### src/rtl/chess_pkg.sv
`default_nettype none
// ============================================================================
// Module      : chess_pkg
// Description : Shared types and constants for the board store and its
//               streaming transmitter.
// Revision    : 1.0 - initial release
// ============================================================================
package chess_pkg;

  localparam int PIECE_BITS  = 4;
  localparam int SQ_BITS     = 6;
  localparam int NUM_SQUARES = 64;

  typedef logic [PIECE_BITS-1:0] piece_t;
  typedef logic [SQ_BITS-1:0]    rankfile_t;

  localparam piece_t PIECE_EMPTY = '0;

  typedef enum logic [0:0] {
    ST_IDLE = 1'b0,
    ST_SEND = 1'b1
  } tx_state_t;

endpackage
`default_nettype wire

### src/rtl/board_regfile.sv
`default_nettype none
// ============================================================================
// Module      : board_regfile
// Description : 64-entry piece store, one write port, one asynchronous read
//               port and a whole-board clear. A write beats a clear.
// Revision    : 1.0 - initial release
// ============================================================================
module board_regfile
  import chess_pkg::*;
#(
  parameter int PIECE_W = 4,
  parameter int SQ_W    = 6
) (
  input  logic               clk,
  input  logic               rst_n,
  input  logic               wr_en,
  input  logic [SQ_W-1:0]    wr_addr,
  input  logic [PIECE_W-1:0] wr_data,
  input  logic               clr,
  input  logic [SQ_W-1:0]    rd_addr,
  output logic [PIECE_W-1:0] rd_data
);

  localparam int c_depth = NUM_SQUARES;

  logic [PIECE_W-1:0] r_mem [c_depth];

  // Storage: clear everything first so a same-cycle write overrides its square
  always_ff @(posedge clk or negedge rst_n) begin
    if (!rst_n) begin
      for (int i = 0; i < c_depth; i++) r_mem[i] <= PIECE_W'(PIECE_EMPTY);
    end else begin
      if (clr) begin
        for (int i = 0; i < c_depth; i++) r_mem[i] <= PIECE_W'(PIECE_EMPTY);
      end
      if (wr_en) r_mem[wr_addr] <= wr_data;
    end
  end

  assign rd_data = r_mem[rd_addr];

endmodule
`default_nettype wire

### src/rtl/board_stream_tx.sv
`default_nettype none
// ============================================================================
// Module      : board_stream_tx
// Description : Holds a 64-square board and streams it out, square 0..63,
//               over a valid/ready interface with sop/eop framing. All
//               outputs are registered.
// Revision    : 1.0 - initial release
// ============================================================================
module board_stream_tx
  import chess_pkg::*;
#(
  parameter int PIECE_W = 4,
  parameter int SQ_W    = 6
) (
  input  logic               clk,
  input  logic               rst_n,
  input  logic               wr_en,
  input  logic [SQ_W-1:0]    wr_rankfile,
  input  logic [PIECE_W-1:0] wr_piece,
  input  logic               clr,
  input  logic               start,
  output logic               busy,
  output logic               wr_err,
  output logic               out_pos_valid,
  output logic [PIECE_W-1:0] out_pos_data,
  output logic               out_pos_sop,
  output logic               out_pos_eop,
  input  logic               out_pos_ready
);

  localparam logic [SQ_W-1:0] c_last_sq = SQ_W'(NUM_SQUARES - 1);

  tx_state_t          r_state, w_state_nxt;
  logic [SQ_W-1:0]    r_sq, w_sq_nxt;
  logic               r_valid, w_valid_nxt;
  logic [PIECE_W-1:0] r_data, w_data_nxt;
  logic               r_sop, w_sop_nxt;
  logic               r_eop, w_eop_nxt;
  logic               r_busy, w_busy_nxt;
  logic               r_err, w_err_nxt;

  logic               w_idle;
  logic               w_store_wr;
  logic               w_store_clr;
  logic               w_reject;
  logic [SQ_W-1:0]    w_rd_addr;
  logic [PIECE_W-1:0] w_rd_data;
  logic [PIECE_W-1:0] w_first_piece;

  assign w_idle      = (r_state == ST_IDLE);
  assign w_store_wr  = wr_en & w_idle;
  assign w_store_clr = clr & w_idle;
  assign w_reject    = (wr_en | clr) & ~w_idle;

  // In IDLE the read port looks at square 0; in SEND it prefetches the next square
  assign w_rd_addr = w_idle ? '0 : (r_sq + 1'b1);

  // Square 0 is sampled on the same edge the store is written, so forward
  // a concurrent write or clear into the first beat.
  assign w_first_piece = (wr_en && (wr_rankfile == '0)) ? wr_piece :
                         clr                             ? PIECE_W'(PIECE_EMPTY) :
                                                           w_rd_data;

  board_regfile #(
    .PIECE_W (PIECE_W),
    .SQ_W    (SQ_W)
  ) u_regfile (
    .clk     (clk),
    .rst_n   (rst_n),
    .wr_en   (w_store_wr),
    .wr_addr (wr_rankfile),
    .wr_data (wr_piece),
    .clr     (w_store_clr),
    .rd_addr (w_rd_addr),
    .rd_data (w_rd_data)
  );

  // State, counter and output registers
  always_ff @(posedge clk or negedge rst_n) begin
    if (!rst_n) begin
      r_state <= ST_IDLE;
      r_sq    <= '0;
      r_valid <= 1'b0;
      r_data  <= '0;
      r_sop   <= 1'b0;
      r_eop   <= 1'b0;
      r_busy  <= 1'b0;
      r_err   <= 1'b0;
    end else begin
      r_state <= w_state_nxt;
      r_sq    <= w_sq_nxt;
      r_valid <= w_valid_nxt;
      r_data  <= w_data_nxt;
      r_sop   <= w_sop_nxt;
      r_eop   <= w_eop_nxt;
      r_busy  <= w_busy_nxt;
      r_err   <= w_err_nxt;
    end
  end

  // Next-state and next-output decode
  always_comb begin
    w_state_nxt = r_state;
    w_sq_nxt    = r_sq;
    w_valid_nxt = r_valid;
    w_data_nxt  = r_data;
    w_sop_nxt   = r_sop;
    w_eop_nxt   = r_eop;
    w_err_nxt   = r_err | w_reject;

    case (r_state)
      ST_IDLE: begin
        if (start) begin
          w_state_nxt = ST_SEND;
          w_sq_nxt    = '0;
          w_valid_nxt = 1'b1;
          w_data_nxt  = w_first_piece;
          w_sop_nxt   = 1'b1;
          w_eop_nxt   = 1'b0;
          w_err_nxt   = w_reject;
        end
      end
      ST_SEND: begin
        if (r_valid && out_pos_ready) begin
          if (r_sq == c_last_sq) begin
            w_state_nxt = ST_IDLE;
            w_sq_nxt    = '0;
            w_valid_nxt = 1'b0;
            w_data_nxt  = '0;
            w_sop_nxt   = 1'b0;
            w_eop_nxt   = 1'b0;
          end else begin
            w_sq_nxt    = r_sq + 1'b1;
            w_data_nxt  = w_rd_data;
            w_sop_nxt   = 1'b0;
            w_eop_nxt   = ((r_sq + 1'b1) == c_last_sq);
          end
        end
      end
      default: begin
        w_state_nxt = ST_IDLE;
      end
    endcase

    w_busy_nxt = (w_state_nxt == ST_SEND);
  end

  assign busy          = r_busy;
  assign wr_err        = r_err;
  assign out_pos_valid = r_valid;
  assign out_pos_data  = r_data;
  assign out_pos_sop   = r_sop;
  assign out_pos_eop   = r_eop;

endmodule
`default_nettype wire
### config.mk
export PLATFORM = sky130hd
export DESIGN_NAME = board_stream_tx
export DESIGN_NICKNAME = d
export VERILOG_FILES = /design/src/rtl/chess_pkg.sv /design/src/rtl/board_regfile.sv /design/src/rtl/board_stream_tx.sv
export SDC_FILE = /design/constraint.sdc
export NUM_CORES = 1
export LEC_CHECK = 0
export CAP_MARGIN = 20
export CORE_MARGIN = 4
export CORE_UTILIZATION = 59
export DETAILED_ROUTE_END_ITERATION = 8
export PLACE_DENSITY = 0.76
export SKIP_CTS_REPAIR_TIMING = 1
export SYNTH_ARGS = -nofsm -noshare
export SYNTH_HDL_FRONTEND = slang
export SYNTH_SLANG_ARGS = --single-unit
### constraint.sdc
create_clock -name clk -period 3.2 [get_ports clk]
set_input_delay 0.64 -clock clk [delete_from_list [all_inputs] [get_ports clk]]
set_output_delay 0.64 -clock clk [all_outputs]
set_load 0.01 [all_outputs]
# After elaboration in Yosys (flattened, before gate mapping)
# Cells that the tools add are included.
# word_totals
register_bits,271
latchBits,0
ramBits,0
rom_bits,0
in_bits,16
output_inout_bits,9
wordCells,129
memories,0
# op_classes
addsub,1
mul,0
n_div,0
n_lt_le_gt_ge,3
eq_ne,5
shift,0
n_mux,35
n_bitwise,8
reduce_logical,6
# ops
op,count
2-to-1 mux 256 bit,2
bitwise mux 256 bit,1
2-to-1 mux 4 bit,8
binary-select mux 4 bit (select 6 bit),1
demux 4 bit (select 6 bit),1
2-to-1 mux 6 bit,4
greater-or-equal comparator 7 bit (second input constant),2
inverter 6 -> 7 bit,2
equality test 6 bit (second input constant),2
2-to-1 mux 1 bit,12
one-hot mux 6 bit (2 select lines),1
one-hot mux 1 bit (2 select lines),4
one-hot mux 4 bit (2 select lines),1
less-than comparator 7 x 1 -> 1 bit (second input constant),1
adder 6 x 1 -> 6 bit (second input constant),1
zero test 6 bit,1
inequality test 2 x 1 -> 1 bit (second input constant),2
bitwise AND 1 bit,3
logical AND 1 bit,3
AND reduction 3 bit,1
inequality test 2 bit (second input constant),1
OR 1 bit,2
AND reduction 2 bit,1
inverter 1 bit,1

# Logic depth before layout (Yosys ltp)
# logic_depth
depth_word,10
ltp_mapped,14
mapped_depth_nobuf,8

# Hierarchy
# From an unflattened synthesis, not the netlist that was laid out.
# hier_totals
cells_unflattened,1422
area_unflattened_um2,14068.5
# by_module_without_submodules
module,instances,cells_per_inst,area_per_inst_um2,seq_area_each_um2
board_regfile,1,1328,13186.4,6406.1
board_stream_tx,1,94,882.1,375.4

# Worst setup path after synthesis
# No wires, ideal clock.
# synth_path
path_type,flip-flop to flip-flop
from,reg r_sq[0]
to,"reg r_data[0], in the netlist out_pos_data[0]"
setup_ns,0.124
arrival_ns,2.751
t_required_ns,3.076
path_slack_ns,0.325
stages_incl_launch_ff,12
path_buffers,5
period_less_slack_ns,2.875
cell_sequence,dfrtp_1 buf_6 buf_4 buf_4 inv_1 ha_1 buf_4 buf_2 mux4_2 a2111oi_0 a311oi_1 a211o_1
# synth_via
elab_chain_len,10
word_cells_on_any_way,13
# synth_rtl
element,line_no,source
"start, declared",board_stream_tx.sv:34,"logic [SQ_W-1:0] r_sq, w_sq_nxt;"
"start signal, assigned",board_stream_tx.sv:91,r_sq <= w_sq_nxt;
adder 6 x 1 -> 6 bit,board_stream_tx.sv:56,assign w_rd_addr = w_idle ? '0 : (r_sq + 1'b1);
2-to-1 mux 6 bit,board_stream_tx.sv:56,
inverter 6 -> 7 bit (implied by the code),board_regfile.sv:40,assign rd_data = r_mem[rd_addr];
binary-select mux 4 bit (select 6 bit),board_regfile.sv:40,
2-to-1 mux 4 bit (implied by the code) (2 in series),board_regfile.sv:40,
2-to-1 mux 4 bit,board_stream_tx.sv:61,clr ? PIECE_W'(PIECE_EMPTY) :
2-to-1 mux 4 bit,board_stream_tx.sv:60,assign w_first_piece = (wr_en && (wr_rankfile == '0)) ? wr_piece :
2-to-1 mux 4 bit,board_stream_tx.sv:113,if (start) begin
one-hot mux 4 bit (2 select lines) *,board_stream_tx.sv:111,case (r_state)
"end signal, assigned",board_stream_tx.sv:93,r_data <= w_data_nxt;
"end, declared",board_stream_tx.sv:36,"logic [PIECE_W-1:0] r_data, w_data_nxt;"
# Every way passes the cells marked *; elsewhere a longest branch is shown, timed or not. The select of a mux whose other input is x is not followed.
# A chain may end at the register's enable or synchronous reset.

# Worst setup path after layout
# Ends and elaborated chain as after synthesis.

==> results.toml <==
[power]
p_leak_nw = 6.240
p_per_area_nw_per_um2 = 614.7
p_sw_frac = 0.3092
power.share.clock = 0.371
power.sequential.fraction = 0.385
worst_ir_drop_vdd_mv = 0.4399
power.internal_w = 0.006317
power_switching_w = 0.002828
power.share.combinational = 0.244

[global_route]
grt_pass1_wl_mm = 60.29
pin_count_of_the_biggest_net_entering_global_routing = 88
grt_antenna_before_repair = 0
gr-usage-all-layers = 0.3044
grt_overflow = 0
number_of_global_route_vias_before_repair = 10900

[final_layout]
final_net_count = 1547
nFillCells = 1768
finish.cell_count_without_fillers = 1831
layout_cell_share_with_drive_strength_beyond_1 = 0.09349
synthToLayoutAreaGrowth_pct = 11.54
antennaDiodeCount = 0

[routing]
vias = 11370
drcViolationCount = 0
post_drt_wl_per_cell_um = 20.19
detail_route.iter0.violations = 1318
vias_per_cell = 6.208
ant_nets = 0
dr.pass1.iters = 8
drt_wl_total_mm = 36.98

[logic_synthesis]
synth_cells = 1525
synth.net_count = 1543
synth_area_um2 = 13340
synthMostInstantiatedCell = "nand2_1"
yosys.area.top_type = "dfrtp_1"
post_synth_num_cell_types = 65
synth.ff_latch_count = 271
synthDominantCellAreaShare = 0.5084
yosysSeqAreaShare = 0.5084
synth_area_leaders = "dfrtp_1 (51%), nand2_1 (14%), o21ai_0 (9.9%)"
async_flop_share = 1.000
synthTopCellsByCount = "nand2_1 (501), dfrtp_1 (271), o21ai_0 (264), nor2_1 (66), nand3_1 (65)"
dominantRegCellSynth = "dfrtp_1"
synthesis.area_per_instance_um2 = 8.746
number_of_enable_type_register_cells_in_the_synthesized_netlist = 0
synth.yosys.warnings = 0

[clock_tree]
cts-buffers-inserted = 29
insertion_delay_ns = 0.55
clk_pin_slew_worst_paths_ns = 0.07
cts-root-buf = "clkbuf_16"
htree_levels = 1
cts_buffer_depth = 3
cts_sinks = 271
cts_tree = "built"

[die]
die_area_um2 = 25080
core_ar_um2 = 22030
core.rowCount = 54
die_height_um = 158.4
io_pins = 25
die_x_extent_um = 158.4
start_util = 0.6055

[timing]
finalWorstSetupSlack_ns = 0.1714
finalSetupTns_ns = 0
fin_crit_sh = 0.9465
period_needed_ns = 3.029
max_freq_mhz = 330.2
timing.max_slew.rel_slack = 0.4337
report.final.setup_viol = 0
timing.final.max_slew_violations = 0
finalHoldViolCount = 0
final.setup_skew_ns = 0.01073
max_slew.worst_pin.slew_ns = 0.8495
rsz0062_at_grt = "no"

[placement]
portBuffers = 24
pre_cts_slack_ns = 0.2891
last_weighted_congestion_value_of_the_routability_driven_placer = 0.9278
hpwl_mm = 23.93
post-place-cells = 1778

[job]
timing.max_cap.violations = 0

[critical_path]
worstSetupEndpointType = "flop"
start_to_end_type_of_the_worst_setup_path = "reg2reg"
arrival_ns = 3.47
worstPathMaxFanout = 14
required_ns = 3.64
cp-start-kind = "flop"

[worst_hold_path]
hp-class = "in2async"

[status]
status = "complete, no violations"
==> power groups by stage <==
stage	Sequential [W]	Clock [W]	Combinational (W)
after detailed placement	0.00358	0	0.00217
after global placement	0.00358	0	0.00215
after CTS	0.00352	0.00343	0.00219
after floorplan	0.00357	0	0.00154
final	0.00352	0.00339	0.00223
after global routing	0.00353	0.00358	0.00238
==> final cells by class <==
type                       instances  area [um^2]  area share
inverter                          10        37.54    0.002523
timing repair buffer              72        685.7     0.04609
tap                              280        350.3     0.02355
multi-input combinational       1145         6053      0.4069
clock buffer                      37        805.8     0.05416
clock inverter                    16        158.9     0.01068
sequential                       271         6785      0.4561
==> stage by stage <==
step                  util  hold slack (ns)  total power (W)  instance area [um^2]
floorplan                -           0.3444         0.005106                 13340
global placement    0.6316           0.4759         0.005729                 13910
detailed placement  0.6316           0.4851         0.005751                 13910
CTS                 0.6754           0.1099         0.009146                 14880
global route        0.6754           0.1259         0.009483                 14880
finish              0.6754          0.07711         0.009145                 14880
==> registers in the layout (all words and copies together) (netlist names) <==
name and count:
busy 1, u_regfile.r_mem 256, out_pos_eop 1, out_pos_sop 1, r_sq 6, out_pos_valid 1, out_pos_data 4, wr_err 1
==> placed cells by master, fill, tap and decap left out, drive strengths merged, types with 3 or more instances in the layout <==
cell type	n
nand2	501
o21ai	273
dfrtp	271
nor2	67
nand3	65
buf	53
clkbuf	37
a211oi	28
mux2i	26
a21oi	26
mux4	23
o22ai	19
clkdlybuf4s50	19
clkinv	13
nand2b	12
inv	10
nor2b	10
a211o	9
a32oi	7
and2	7
mux2	7
a31oi	5
a221oi	4
nand3b	4
nor3	4
and3	3
o22a	3
o31ai	3
a311oi	3
bufinv	3
a2111oi	3
==> cells by family after synthesis <==
family                     count (synthesis)  synth area share
DFF                                      271            0.5084
and+or+nand+nor                          679            0.2073
adders and majority gates                  2          0.001876
AOI/OAI and AO/OA                        405            0.1760
muxes                                     56           0.06426
buffers and inverters                    109           0.03874
xor gates and xnor gates                   3          0.003378
==> path summary, 6_finish.rpt <==
path	to	startpoint	slack, ns	cells past startpoint
setup / recovery	out_pos_data[0]	r_sq[0]	0.17	9
hold / removal	u_regfile.r_mem[154]	rst_n	0.08	1
setup reg to reg	out_pos_data[0]	r_sq[0]	0.17	9
min in group clk	u_regfile.r_mem[99]	wr_piece[3]	0.49	3
hold reg to reg	u_regfile.r_mem[249]	u_regfile.r_mem[249]	0.50	2
max in group asynchronous	u_regfile.r_mem[19]	rst_n	2.27	2
==> worst max-delay path, stage by stage (launching register included) <==
cell and delay [ns]:
dfrtp_4 0.44, inv_1 0.07, ha_2 0.60, buf_4 0.29
nand3b_2 0.33, o22ai_1 0.23, a211oi_1 0.07, a2111oi_1 0.51
a311oi_1 0.10, a211o_1 0.28
==> metal layers <==
metal / up-vias / track usage / share of wire
met1: 5491 / 0.4450 / 0.42
met5: - / 0 / 0
met2: 510 / 0.4690 / 0.45
li1: 5273 / - / -
met4: 0 / 0.09180 / 0.034
met3: 92 / 0.05708 / 0.088
(Power assumes the default switching activity.)
==> RTL change (config.mk and constraints unchanged) <==
Register the output `wr_err` once more, with the module's reset; this adds one clock of latency there. The other outputs are not delayed to match.
--- a/src/rtl/board_stream_tx.sv
+++ b/src/rtl/board_stream_tx.sv
@@ -146,7 +146,13 @@
   end
 
   assign busy          = r_busy;
-  assign wr_err        = r_err;
+  always_ff @(posedge clk or negedge rst_n) begin
+    if (!rst_n) begin
+      wr_err <= '0;
+    end else begin
+      wr_err <= r_err;
+    end
+  end
   assign out_pos_valid = r_valid;
   assign out_pos_data  = r_data;
   assign out_pos_sop   = r_sop;
Check against the original RTL: not equivalent (a bounded check fails within 4 cycles, from zero or initial values and one cycle with rst_n low).
==> RTL change against the unedited design <==
Via count shrank 0.26%. Sequential share of layout area is 0.24 points lower. Total power up 1.4%. Area after synthesis increased by 0.19%. Die area up 0.18%. Cell area rose by 0.89%. Worst setup slack improved by 63 ps. Sequential cell count increased by 1. Clock power increased by 2%. Wire length rose by 0.15%. Highest routed layer is now met5.
==> RTL change: results (changes against the unedited design) <==
stage;metric;value;unit;change
layout;Layout Nets;1557;;+0.65%
logic_synthesis;FFs w/ async S/R, synth;1.000;;unchanged
drt;1st-iter DRT viols;1465;;+11%
power;Peak VDD IR;0.4282;mV;-2.7%
place;post-placement cell area;14020;um2;+0.76%
place;cell count after placement;1788;;+0.56%
place;Placement Setup Slack;325.7;ps;+36.58 ps
place;gpl congestion;0.9329;;+0.55%
status;run status;completed;;
drt;total wire length after detailed routing;37030;um;+0.15%
setup_path;reg2reg end;out_pos_data[3]$_DFFE_PN0P_;;
logic_synthesis;Synth Flop Type;dfrtp_1;;
layout;Largest Register;u_regfile.r_mem;;
power;leakage component of the power;6.305;nW;+1.0%
setup_path;beginning of the worst register-to-register path;r_sq[0]$_DFFE_PN0P_;;
logic_synthesis;average cell area after synthesis;8.757;um2;+0.12%
global_route;number of antenna violations at the first check in global routing;1;;+1
cts;Max Buffers Root-to-Sink;3;;unchanged
logic_synthesis;share of the yosys chip area belonging to registers;0.5094;;+0.0009205
drt;sum of routed wire segments on met1;16190;um;+3.2%
setup_path;launch point of the worst path;busy$_DFF_PN0_;;
global_route;GRT met2 Usage;0.4509;;-0.01816
setup_path;Max Fanout on Critical Path;24;;+10
cts;Root Buffer;clkbuf_16;;
drt;top routing layer used;met5;;
global_route;met3 track demand over resource in global routing;0.05436;;-0.002718
logic_synthesis;number of enable flip-flop cells after synthesis;0;;unchanged
setup_path;number of cells traversed by the worst register-to-register path;8;;-1
timing;tightest hold margin;99.73;ps;+22.62 ps
global_route;Total GRT Usage;0.3029;;-0.001541
timing;Max Clock Freq;0.3372;GHz;+2.1%
drt;WL met2;16330;um;-2.7%
setup_path;cell with the largest stage delay on the worst path;dfrtp_1;;
timing;final setup TNS;0;ps;unchanged
logic_synthesis;Post-synth top cells;nand2_1, dfrtp_1, o21ai_0;;
global_route;first-pass GRT wire length;60000;um;-0.47%
cts;CTS H-Tree Depth;1;;unchanged
timing;Slew Limit Headroom;0.4702;;+0.03653
drt;detailed-routing iteration count for the pre-antenna-repair pass;5;;-3
drt;vias post-DR;11340;;-0.26%
logic_synthesis;net count after synthesis;1544;;+0.065%
setup_path;Worst R2R Setup Slack;340;ps;+170 ps
power;fraction of power spent switching nets;0.3058;;-0.003444
setup_path;kind of cell with the highest combined delay on the critical path;buffers and inverters;;
setup_path;end point of the critical path;busy;;
drt;detail-routed net length per standard cell;20.13;um;-0.34%
timing;Setup Skew;15.20;ps;+4.467 ps
setup_path;arrival time of the worst setup path;2330;ps;-1140 ps
layout;number of filler cells placed in the layout;1702;;-3.7%
drt;length of routed met3 wiring;3241;um;-0.61%
logic_synthesis;main area contributors after synthesis;dfrtp_1, nand2_1, o21ai_0;;
global_route;fraction of met1 tracks used by global routing;0.4576;;+0.01258
setup_path;critical path's largest stage delay;860;ps;+260 ps
worst_hold_path;HP Class;input port to async pin;;
place;HPWL after detailed placement;24160;um;+0.97%
layout;layout cells sized above 1;0.09744;;+0.003948
RTL change: cell families after synthesis:
family | Yosys count | synth area share
flip-flops | 272 | 0.5094
multiplexers | 56 | 0.06414
buffers and inverters | 109 | 0.03867
XOR/XNOR | 3 | 0.003371
AO/OA/AOI/OAI | 405 | 0.1757
AND/OR/NAND/NOR | 679 | 0.2069
adder cells (fa/ha/maj) | 2 | 0.001872
RTL change: cell type report:
type,instances,area (um2),area share
flip-flops and latches,272,6810,0.4537
clock buffers,42,864.6,0.05760
clock inverters,10,128.9,0.008586
multi-input cells,1145,6052,0.4032
well taps,280,350.3,0.02334
repair buffers,81,765.7,0.05102
inverters,10,37.54,0.002501
RTL change: power groups by stage:
stage                     Sequential (mW)  Clock (mW)  Combinational [mW]
final                                3.54        3.47                2.27
after global routing                 3.54        3.66                2.42
after CTS                            3.53        3.51                2.22
after detailed placement             3.60           0                2.21
after global placement               3.60           0                2.19
after floorplan                      3.58           0                1.54
